## src/rtl/seg_scan_decoder_if.sv

```systemverilog
// Bus between a multiplexed active-low 7-segment display and its scan decoder.
// SEG_DEC_BLANK_EN adds the per-digit blank flags to the decoder side.
interface seg_scan_decoder_if;
  logic [0:6]  seg;
  logic [3:0]  an;
  logic [15:0] value;
  logic        valid;
  logic        err;
`ifdef SEG_DEC_BLANK_EN
  logic [3:0]  blank;

  modport master (output seg, an, input value, valid, err, blank);
  modport slave  (input seg, an, output value, valid, err, blank);
`else
  modport master (output seg, an, input value, valid, err);
  modport slave  (input seg, an, output value, valid, err);
`endif
endinterface

```

## src/rtl/seg_scan_decoder.sv

```systemverilog
// Scans a 4-digit active-low 7-segment bus, debounces each digit and publishes 16-bit frames.
// SEG_DEC_BLANK_EN: treat the all-off pattern as a legal blank digit and drive bus.blank.
module seg_scan_decoder #(
  parameter int STABLE_CYCLES = 4
) (
  input  logic             clk_i,
  input  logic             rst_i,
  seg_scan_decoder_if.slave bus
);
  localparam int RW = $clog2(STABLE_CYCLES + 1);
  localparam logic [RW-1:0] RUN_MAX = RW'(STABLE_CYCLES);

  logic [3:0]      an_s1_q, an_s2_q, an_prev_q;
  logic [0:6]      seg_s1_q, seg_s2_q, seg_prev_q;
  logic [RW-1:0]   run_q, run_d;
  logic            same, cap;
  logic [3:0]      sel;
  logic [4:0]      dec;
  logic [3:0][3:0] shad_q, shad_d;
  logic [3:0]      mask_q, mask_d, errb_q, errb_w, errb_d;
  logic [15:0]     value_q, value_d;
  logic            valid_q, valid_d, err_q, err_d;

  // Returns {undecodable, nibble}; patterns listed seg[0]..seg[6].
  function automatic logic [4:0] decode(input logic [0:6] p);
    case (p)
      7'b0000001: decode = 5'h00;
      7'b1001111: decode = 5'h01;
      7'b0010010: decode = 5'h02;
      7'b0000110: decode = 5'h03;
      7'b1001100: decode = 5'h04;
      7'b0100100: decode = 5'h05;
      7'b0100000: decode = 5'h06;
      7'b0001111: decode = 5'h07;
      7'b0000000: decode = 5'h08;
      7'b0000100: decode = 5'h09;
      7'b0001000: decode = 5'h0A;
      7'b1100000: decode = 5'h0B;
      7'b0110001: decode = 5'h0C;
      7'b1000010: decode = 5'h0D;
      7'b0110000: decode = 5'h0E;
      7'b0111000: decode = 5'h0F;
`ifdef SEG_DEC_BLANK_EN
      7'b1111111: decode = 5'h00;
`endif
      default:    decode = 5'h10;
    endcase
  endfunction

  // Capture only on the cycle the run first reaches the threshold.
  always_comb begin
    same  = (an_s2_q == an_prev_q) && (seg_s2_q == seg_prev_q);
    run_d = RW'(1);
    if (same) run_d = (run_q == RUN_MAX) ? RUN_MAX : run_q + 1'b1;
    cap   = (run_d == RUN_MAX) && !(same && run_q == RUN_MAX) && $onehot(~an_s2_q);
    sel   = cap ? ~an_s2_q : 4'b0000;
    dec   = decode(seg_s2_q);
  end

  for (genvar i = 0; i < 4; i++) begin : g_dig
    assign shad_d[i] = sel[i] ? dec[3:0] : shad_q[i];
    assign errb_w[i] = sel[i] ? dec[4]   : errb_q[i];
  end

`ifdef SEG_DEC_BLANK_EN
  logic [3:0] blk_q, blk_d, blank_q, blank_d;
  logic       dec_blk;

  assign dec_blk = (seg_s2_q == 7'b1111111);
  for (genvar i = 0; i < 4; i++) begin : g_blk
    assign blk_d[i] = sel[i] ? dec_blk : blk_q[i];
  end
  assign blank_d = (valid_d) ? blk_d : blank_q;

  always_ff @(posedge clk_i) begin
    if (rst_i) begin
      blk_q   <= 4'b0000;
      blank_q <= 4'b0000;
    end else begin
      blk_q   <= blk_d;
      blank_q <= blank_d;
    end
  end

  assign bus.blank = blank_q;
`endif

  always_comb begin
    mask_d  = mask_q | sel;
    errb_d  = errb_w;
    value_d = value_q;
    err_d   = err_q;
    valid_d = 1'b0;
    // Frame completes: publish including the nibble captured this cycle.
    if (cap && mask_d == 4'b1111) begin
      value_d = shad_d;
      err_d   = |errb_w;
      valid_d = 1'b1;
      mask_d  = 4'b0000;
      errb_d  = 4'b0000;
    end
  end

  always_ff @(posedge clk_i) begin
    if (rst_i) begin
      an_s1_q    <= 4'b1111;
      an_s2_q    <= 4'b1111;
      an_prev_q  <= 4'b1111;
      seg_s1_q   <= 7'b1111111;
      seg_s2_q   <= 7'b1111111;
      seg_prev_q <= 7'b1111111;
      run_q      <= '0;
      shad_q     <= '0;
      mask_q     <= 4'b0000;
      errb_q     <= 4'b0000;
      value_q    <= 16'h0000;
      valid_q    <= 1'b0;
      err_q      <= 1'b0;
    end else begin
      an_s1_q    <= bus.an;
      an_s2_q    <= an_s1_q;
      an_prev_q  <= an_s2_q;
      seg_s1_q   <= bus.seg;
      seg_s2_q   <= seg_s1_q;
      seg_prev_q <= seg_s2_q;
      run_q      <= run_d;
      shad_q     <= shad_d;
      mask_q     <= mask_d;
      errb_q     <= errb_d;
      value_q    <= value_d;
      valid_q    <= valid_d;
      err_q      <= err_d;
    end
  end

  assign bus.value = value_q;
  assign bus.valid = valid_q;
  assign bus.err   = err_q;
endmodule

```

## src/flat_wrapper.sv

```systemverilog
// flat-port wrapper written by rule: the top's interface ports become plain ports
module seg_scan_decoder_flat 
#(
  parameter int STABLE_CYCLES = 4
)
  (clk_i, rst_i, bus_seg, bus_an, bus_value, bus_valid, bus_err);
  seg_scan_decoder_if bus_i ();
  input  logic clk_i;
  input  logic rst_i;
  input wire logic [$bits(bus_i.seg)-1:0] bus_seg;
  input wire logic [$bits(bus_i.an)-1:0] bus_an;
  output wire logic [$bits(bus_i.value)-1:0] bus_value;
  output wire logic [$bits(bus_i.valid)-1:0] bus_valid;
  output wire logic [$bits(bus_i.err)-1:0] bus_err;
  assign bus_i.seg = bus_seg;
  assign bus_i.an = bus_an;
  assign bus_value = bus_i.value;
  assign bus_valid = bus_i.valid;
  assign bus_err = bus_i.err;
  seg_scan_decoder #(.STABLE_CYCLES(STABLE_CYCLES)) u_core (.clk_i(clk_i), .rst_i(rst_i), .bus(bus_i));
endmodule
```

## config.mk

```make
export PLATFORM = sky130hd
export DESIGN_NAME = seg_scan_decoder_flat
export DESIGN_NICKNAME = d
export VERILOG_FILES = /design/src/rtl/seg_scan_decoder_if.sv /design/src/rtl/seg_scan_decoder.sv /design/src/flat_wrapper.sv
export SDC_FILE = /design/constraint.sdc
export NUM_CORES = 1
export LEC_CHECK = 0
export ABC_AREA = 1
export CAP_MARGIN = 25
export CORE_MARGIN = 2
export CORE_UTILIZATION = 45
export DETAILED_ROUTE_END_ITERATION = 7
export MAX_ROUTING_LAYER = met4
export PLACE_DENSITY_LB_ADDON = 0.2
export SLEW_MARGIN = 20
export SYNTH_ARGS = -nofsm -noshare
export SYNTH_HDL_FRONTEND = slang
export SYNTH_SLANG_ARGS = --single-unit
```

## constraint.sdc

```tcl
create_clock -name clk_i -period 4.1 [get_ports clk_i]
set_clock_uncertainty 0.15 [all_clocks]
set_input_delay 1.025 -clock clk_i [delete_from_list [all_inputs] [get_ports clk_i]]
set_output_delay 1.025 -clock clk_i [all_outputs]
set_load 0.005 [all_outputs]
```

Word-level counts from Yosys, hierarchy flattened:

Index checks and enable logic that the tools add are counted.

* $add $sub $neg: 4
* eq/ne operators: 21
* mux-type cells: 13
* bitwise gates (word level): 2
* reductions and logical operators: 9

Operator list (count)
* 5-bit case mux with 16 select lines: 1
* 7-bit by 6-bit == test with 1-bit output (second input constant): 5
* 7-bit == test (second input constant): 4
* 4-bit two-way mux: 5
* 7-bit by 3-bit == test with 1-bit output (second input constant): 2
* 7-bit by 4-bit == test with 1-bit output (second input constant): 2
* 7-bit by 1-bit == test with 1-bit output (second input constant): 1
* 7-bit by 5-bit == test with 1-bit output (second input constant): 1
* 7-bit == test: 1
* 7-bit zero test: 1
* 3-bit == test (second input constant): 2
* 3-bit two-way mux: 2
* 1-bit logical AND: 5
* 1-bit two-way mux: 5
* 1-bit by 1-bit adder with 2-bit output: 2
* 4-bit == test: 1
* 4-bit == test (second input constant): 1
* 4-bit NOT: 1
* 4-bit bitwise OR: 1
* 4-bit OR reduction: 1
* 3-bit by 1-bit adder with 3-bit output (second input constant): 1
* 3-bit adder: 1
* 3-bit by 1-bit == test with 1-bit output (second input constant): 1
* 2-bit OR reduction: 1
* 1-bit zero test: 1

* register bits after elaboration: 78
* input port bits: 13

Logic depth before layout (Yosys ltp):

Gate-level depths: netlist (run 1).

* depth after elaboration: 11
* gate-level depth with buffers: 16

Worst setup path before layout (run 1):

Ideal clock, no wire load.

* kind: register to register
* start: register u_core.an_s2_q[2]
* end: register u_core.mask_q[2]
* data arrival time: 2.619 ns
* required time: 3.829 ns
* setup slack: 1.210 ns
* cell stages (with the launch flop): 16
* buffers on the path: 1
* period minus slack after synthesis: 2.890 ns
* path through: dfxtp_1 -> inv_1 -> ha_1 -> ha_1 -> inv_1 -> fa_1 -> nand4_1 -> nor3_1 -> inv_1 -> nor2_4 -> o21ai_2 -> clkinv_1 -> nand4_1 -> buf_2 -> nand2_2 -> a21oi_1

* cells in the longest elaborated chain, start to end: 11
* elaborated cells between the ends (all ways): 17

RTL lines
* from (decl): RTL line seg_scan_decoder.sv:13 `logic [3:0] an_s1_q, an_s2_q, an_prev_q;`
* from (signal assigned): RTL line seg_scan_decoder.sv:121 `an_s2_q <= an_s1_q;`
* parallel branches: the longest is 11 deep, another holds 3-bit adder
* to (signal assigned): RTL line seg_scan_decoder.sv:128 `mask_q <= mask_d;`
* to (decl): RTL line seg_scan_decoder.sv:20 `logic [3:0] mask_q, mask_d, errb_q, errb_w, errb_d;`

Several ways; the timed one is not identified.
A chain may end at the register's enable or synchronous reset.

Worst setup path after layout (run 1):

* start: register u_core.an_s2_q[2]
* end: register u_core.value_q[13], in the netlist u_core.bus.value[13]

* cells in the longest elaborated chain, start to end: 10
* elaborated cells between the ends (all ways): 17

RTL lines
* parallel branches: the longest is 10 deep, another holds 3-bit adder
* to (signal assigned): RTL line seg_scan_decoder.sv:130 `value_q <= value_d;`
* to (decl): RTL line seg_scan_decoder.sv:21 `logic [15:0] value_q, value_d;`

Several ways; the timed one is not identified.

==> results of run 1 <==
==> synth_stat cells, types with 5 or more instances <==
master,instances
a21oi_1,7
clkbuf_1,5
dfxtp_1,78
ha_1,5
inv_1,66
inv_2,7
nand2_1,138
nand3_1,43
nand4_1,5
nor2_1,45
o21ai_0,13
or2_2,22
xnor2_1,5
==> sequential cells by signal, summed over array words and instances, names as in the netlist <==
register           flops
u_core.an_s2_q         4
u_core.errb_q          4
u_core.mask_q          4
u_core.an_s1_q         4
u_core.run_q           3
u_core.seg_s2_q        7
u_core.an_prev_q       4
u_core.seg_s1_q        7
u_core.bus.valid       1
u_core.bus.err         1
u_core.seg_prev_q      7
u_core.shad_q         16
u_core.bus.value      16
==> cell type report <==
type | count | area (sq um) | share of cell area [%]
clock buffers | 11 | 151.4 | 3.861
repair buffers | 34 | 330.3 | 8.424
inverters | 74 | 277.8 | 7.084
flip-flops and latches | 78 | 1562 | 39.82
multi-input cells | 301 | 1433 | 36.53
well taps | 99 | 123.9 | 3.159
clock inverters | 3 | 43.79 | 1.117
==> cell families after synthesis <==
family | count (synthesis) | synth area share, %
and+or+nand+nor | 268 | 35.81
DFF | 78 | 46.90
buffers and inverters | 86 | 10.07
xor gates and xnor gates | 5 | 1.315
adders and majority gates | 6 | 2.480
AOI/OAI and AO/OA | 22 | 3.419
==> stage by stage <==
step / setup slack, ns / instances / cell area (sq um) / power [uW] / hold slack, ns
final: 0.6346 / 600 / 3921 / 1434 / 0.2511
after global routing: 0.2842 / 600 / 3921 / 1493 / 0.2767
after CTS: 0.6342 / 600 / 3921 / 1453 / 0.2564
after detailed placement: 0.6254 / 586 / 3726 / 879.5 / 0.2429
after global placement: 0.7773 / 586 / 3726 / 876.5 / 0.2418
after floorplan: 1.210 / 465 / 3329 / 852.2 / 0.2395
==> routing by layer <==
| metal | vias up | share of wire, % | track usage, % |
|---|---|---|---|
| li1 | 1479 | - | - |
| met1 | 1229 | 51 | 22.70 |
| met2 | 47 | 45 | 26.38 |
| met3 | 4 | 2.9 | 3.604 |
| met4 | 0 | 0.65 | 7.564 |
| met5 | - | 0 | - |
==> worst paths after layout <==
check / slack [ns] / end / cells past startpoint / start
hold / removal: 0.25 / u_core.seg_s2_q[6] / 1 / u_core.seg_s1_q[6]
hold reg to reg: 0.25 / u_core.seg_s2_q[6] / 1 / u_core.seg_s1_q[6]
setup / recovery: 0.63 / u_core.bus.value[13] / 15 / u_core.an_s2_q[2]
setup reg to reg: 0.63 / u_core.bus.value[13] / 15 / u_core.an_s2_q[2]
==> power breakdown <==
| group | switching, uW | leakage [uW] | internal, uW |
|---|---|---|---|
| Sequential | 9.08 | 0.000635 | 771 |
| Combinational | 47.4 | 0.00120 | 34.3 |
| Clock | 263 | 0.000102 | 309 |
| Total | 319 | 0.00194 | 1110 |
==> metrics.txt, run 1 <==
status=completed; die width=~90 um; GRT overflow=0; static leakage power=0.001940 uW; Tcrit/Tclk final=a little over four fifths; FMAX=between 200 and 300 MHz; wire per inst=10.76 um; synth top area cells=dfxtp_1, nand2_1, inv_1; final-layout fill cell count=726; Mean Syn Cell Area=7.160 sq um; full die area=between 8000 and 9000 sq um; CTS root buf=clkbuf_8; ys async rst share=0%; fin. max-slew vios=0; Pwr per Cell Area=around 370 nW/um^2; Final Critical Period=~3.5 ns; Buf/Inv on CP=5; routed vias=2759; drt via density=approximately 4.6; Die Y=approximately 90 um; DRC=0; final hold violations=0; final wirelength=between 6000 and 7000 um; CP arrival=3.56 ns; deepest clock path buffer count=2; Post-synth EDFFs=0; Critical Path Sink Type=flop; initial antenna violation count=0; Crit path max-delay family=simple AND/OR/NAND/NOR gates; FF+latch count, synth=78; CP Data Required Time=around 4.2 ns; crit-path cells=inv_1 > ha_1 > ha_1 > inv_1 > fa_1 > nand4_1 > nor3_1 > inv_1 > nor2_4 > o21ai_2 > clkinv_1 > nand4_1 > buf_4 > nand3_1 > nand2_1; Initial Utilization=between 40% and 50%; num rows=31; most frequent cells in the layout=nand2_1, dfxtp_1, inv_1; CORE AREA=around 7000 sq um; largest fanout on the critical path=12; Top FF cell, synth=dfxtp_1; final core area utilization=approximately 54%; layout cell share with drive strength beyond 1=between 10% and 20%; overall routing resource usage=approximately 17%; number of synthesis warnings=0; vias in the first global route=about 2600; # Max-Cap Violations=0; commonest non-fill, non-tap cell in the layout=nand2_1; relative slew slack=a little under two thirds; Clock Sinks=78; Worst path slowest cell=fa_1; IO Count=31; PortBufs=30; CTS Buf Count=9; most used cell, CP=inv_1; area leader, netlist=dfxtp_1; post-synthesis sequential area ratio=a little under half; gpl congestion=0.8617; Post-CTS Repair Setup Buffers=0; drt pass-1 iters=6; Post-CTS Resized=0; Syn Inst Count=465; RSZ-0062 raised after global routing=no; Max stage delay on crit path=roughly 0.48 ns; Starting DRT DRC Count=133; Setup TNS Final=0 ns; worst-skew pair later-pin latency=about 0.34 ns; critical path class=reg -> reg; HPWL after detailed placement=~4700 um; Synth cell types=27; hold_buf cts=0; DRT antenna net count=0; H-tree levels=3; Worst Max-Slew Pin Slew=~0.54 ns; maximum vdd drop=~0.24 mV; largest net degree at the start of global routing=42; area delta synth->final=17.78%; startpoint types=flop; nets=517; clock-pin slew on the worst setup and hold paths=about 0.080 ns; Mapped Nets=484; final setup violation count=0; mapped cell area=3329 sq um; HP Class=reg -> reg; Yosys top cell area share=a little under half; n_diodes=0; first-pass GRT wire length=11210 um; CTS tree=built
Power figures use the tool's default switching activity.
==> run 2, diff against run 1 <==
Clock period 4.1 ns to 3.36 ns, I/O delays scaled along.
==> metrics.txt, run 2 (synthesis results as in run 1) <==
status=completed; full die area=approximately 8100 sq um; maximum vdd drop=approximately 0.22 mV; Final Critical Period=between 3 and 4 ns; Tcrit/Tclk final=between 90 and 100%; Pwr per Cell Area=between 400 and 500 nW/um^2; drt via density=around 4.5; final wirelength=around 6500 um; hold_buf cts=0; CP arrival=roughly 3.2 ns; Post-CTS Repair Setup Buffers=0; critical path class=reg -> reg; CTS Buf Count=9; CTS root buf=clkbuf_8; DRT antenna net count=0; Worst Max-Slew Pin Slew=0.5677 ns; n_diodes=0; die width=about 90 um; crit path from=u_core.an_s2_q[2]; drt pass-1 iters=4; CTS tree=built; Placed Cells=586; static leakage power=0.001924 uW; PortBufs=30; # Max-Cap Violations=0; Critical Path Sink Type=flop; reg2reg start=u_core.an_s2_q[2]; overall routing resource usage=17.54%; fin. max-slew vios=0; Worst path slowest cell=fa_1; Die Y=roughly 90 um; GRT overflow=0; deepest clock path buffer count=2; commonest non-fill, non-tap cell in the layout=nand2_1; HP Class=reg -> reg; Max stage delay on crit path=~0.47 ns; initial antenna violation count=0; relative slew slack=between 60 and 70%; RSZ-0062 raised after global routing=no; worst-skew pair later-pin latency=about 0.34 ns; HPWL after detailed placement=4626 um; CORE AREA=7214 sq um; Clock Sinks=78; Starting DRT DRC Count=~140; Initial Utilization=46.15%; hold path depth=1; Setup TNS Final=0 ns; num rows=31; first-pass GRT wire length=approximately 11000 um; most frequent cells in the layout=nand2_1, dfxtp_1, inv_1; routed vias=between 2000 and 3000; final setup violation count=0; wire per inst=about 11 um; vias in the first global route=~2500; gpl congestion=about 0.86; layout cell share with drive strength beyond 1=approximately an eighth; DRC=0; Post-CTS Resized=0; Hold Crit Start=u_core.an_s1_q[1]; largest net degree at the start of global routing=42; clock-pin slew on the worst setup and hold paths=around 0.080 ns; FMAX=roughly 330 MHz; CP Data Required Time=between 3 and 4 ns; area delta synth->final=17.51%; crit-path cells=inv_1 > ha_1 > ha_1 > inv_1 > fa_1 > nand4_1 > nor3_1 > buf_4 > nand4_2 > nand2_1 > nand3_2 > nor2_4 > nand3_1 > nand2_1; final hold violations=0; startpoint types=flop; IO Count=31; largest fanout on the critical path=17; nets=517; H-tree levels=3; Post-Layout Cell Count=around 600; R2R depth=14
run 2: changes by cell type in the layout (fill, tap and decap cells not counted), sizes merged:
cell	previous run	this run
clkinvlp	0	3
inv	74	73
clkinv	2	3
bufinv	1	0
clkbuf	11	10
run 2: worst max-delay path: cells and delay by family (launching register included):
family / cells / cell delay, ns
fa+ha+maj: 3 / 0.89
flops: 1 / 0.35
simple gates: 8 / 1.27
buf+inv: 3 / 0.30
run 2: layer usage:
| metal | GRT usage, % | wire length [um] | vias to the layer above |
|---|---|---|---|
| met3 | 3.018 | 251 | 2 |
| met5 | - | 0 | - |
| met1 | 23.39 | 3399 | 1197 |
| li1 | - | - | 1475 |
| met4 | 8.462 | 36 | 0 |
| met2 | 25.88 | 2827 | 44 |
run 2: metrics by stage:
stage / instance area (sq um) / setup WS [ns] / hold WS, ns / power (uW) / util (%)
after floorplan: 3329 / 0.4705 / 0.2395 / 1040 / -
after global placement: 3739 / 0.4224 / 0.2417 / 1073 / 51.82
after detailed placement: 3739 / 0.3254 / 0.2423 / 1076 / 51.82
after CTS: 3913 / 0.3040 / 0.2601 / 1700 / 54.23
after global routing: 3913 / 0.03790 / 0.2695 / 1754 / 54.23
final: 3913 / 0.3288 / 0.2590 / 1679 / 54.23
run 2: cell type report:
type	instances	area (sq um)
fillers	711	3302
flip-flops and latches	78	1562
multi-input cells	301	1433
repair buffers	34	342.8
inverters	74	277.8
clock buffers	10	137.6
well taps	99	123.9
clock inverters	5	36.28
run 2: path summary, 6_finish.rpt:
path / to / slack (ns)
max: u_core.bus.value[10] / 0.33
min: u_core.an_s2_q[1] / 0.26
max reg2reg: u_core.bus.value[10] / 0.33
min reg2reg: u_core.an_s2_q[1] / 0.26
run 2: power breakdown:
group / internal, uW / switching, uW / total [uW]
registers: 941 / 10.6 / 951
clock network: 284 / 343 / 627
logic: 43.4 / 57.5 / 101
total: 1270 / 411 / 1680
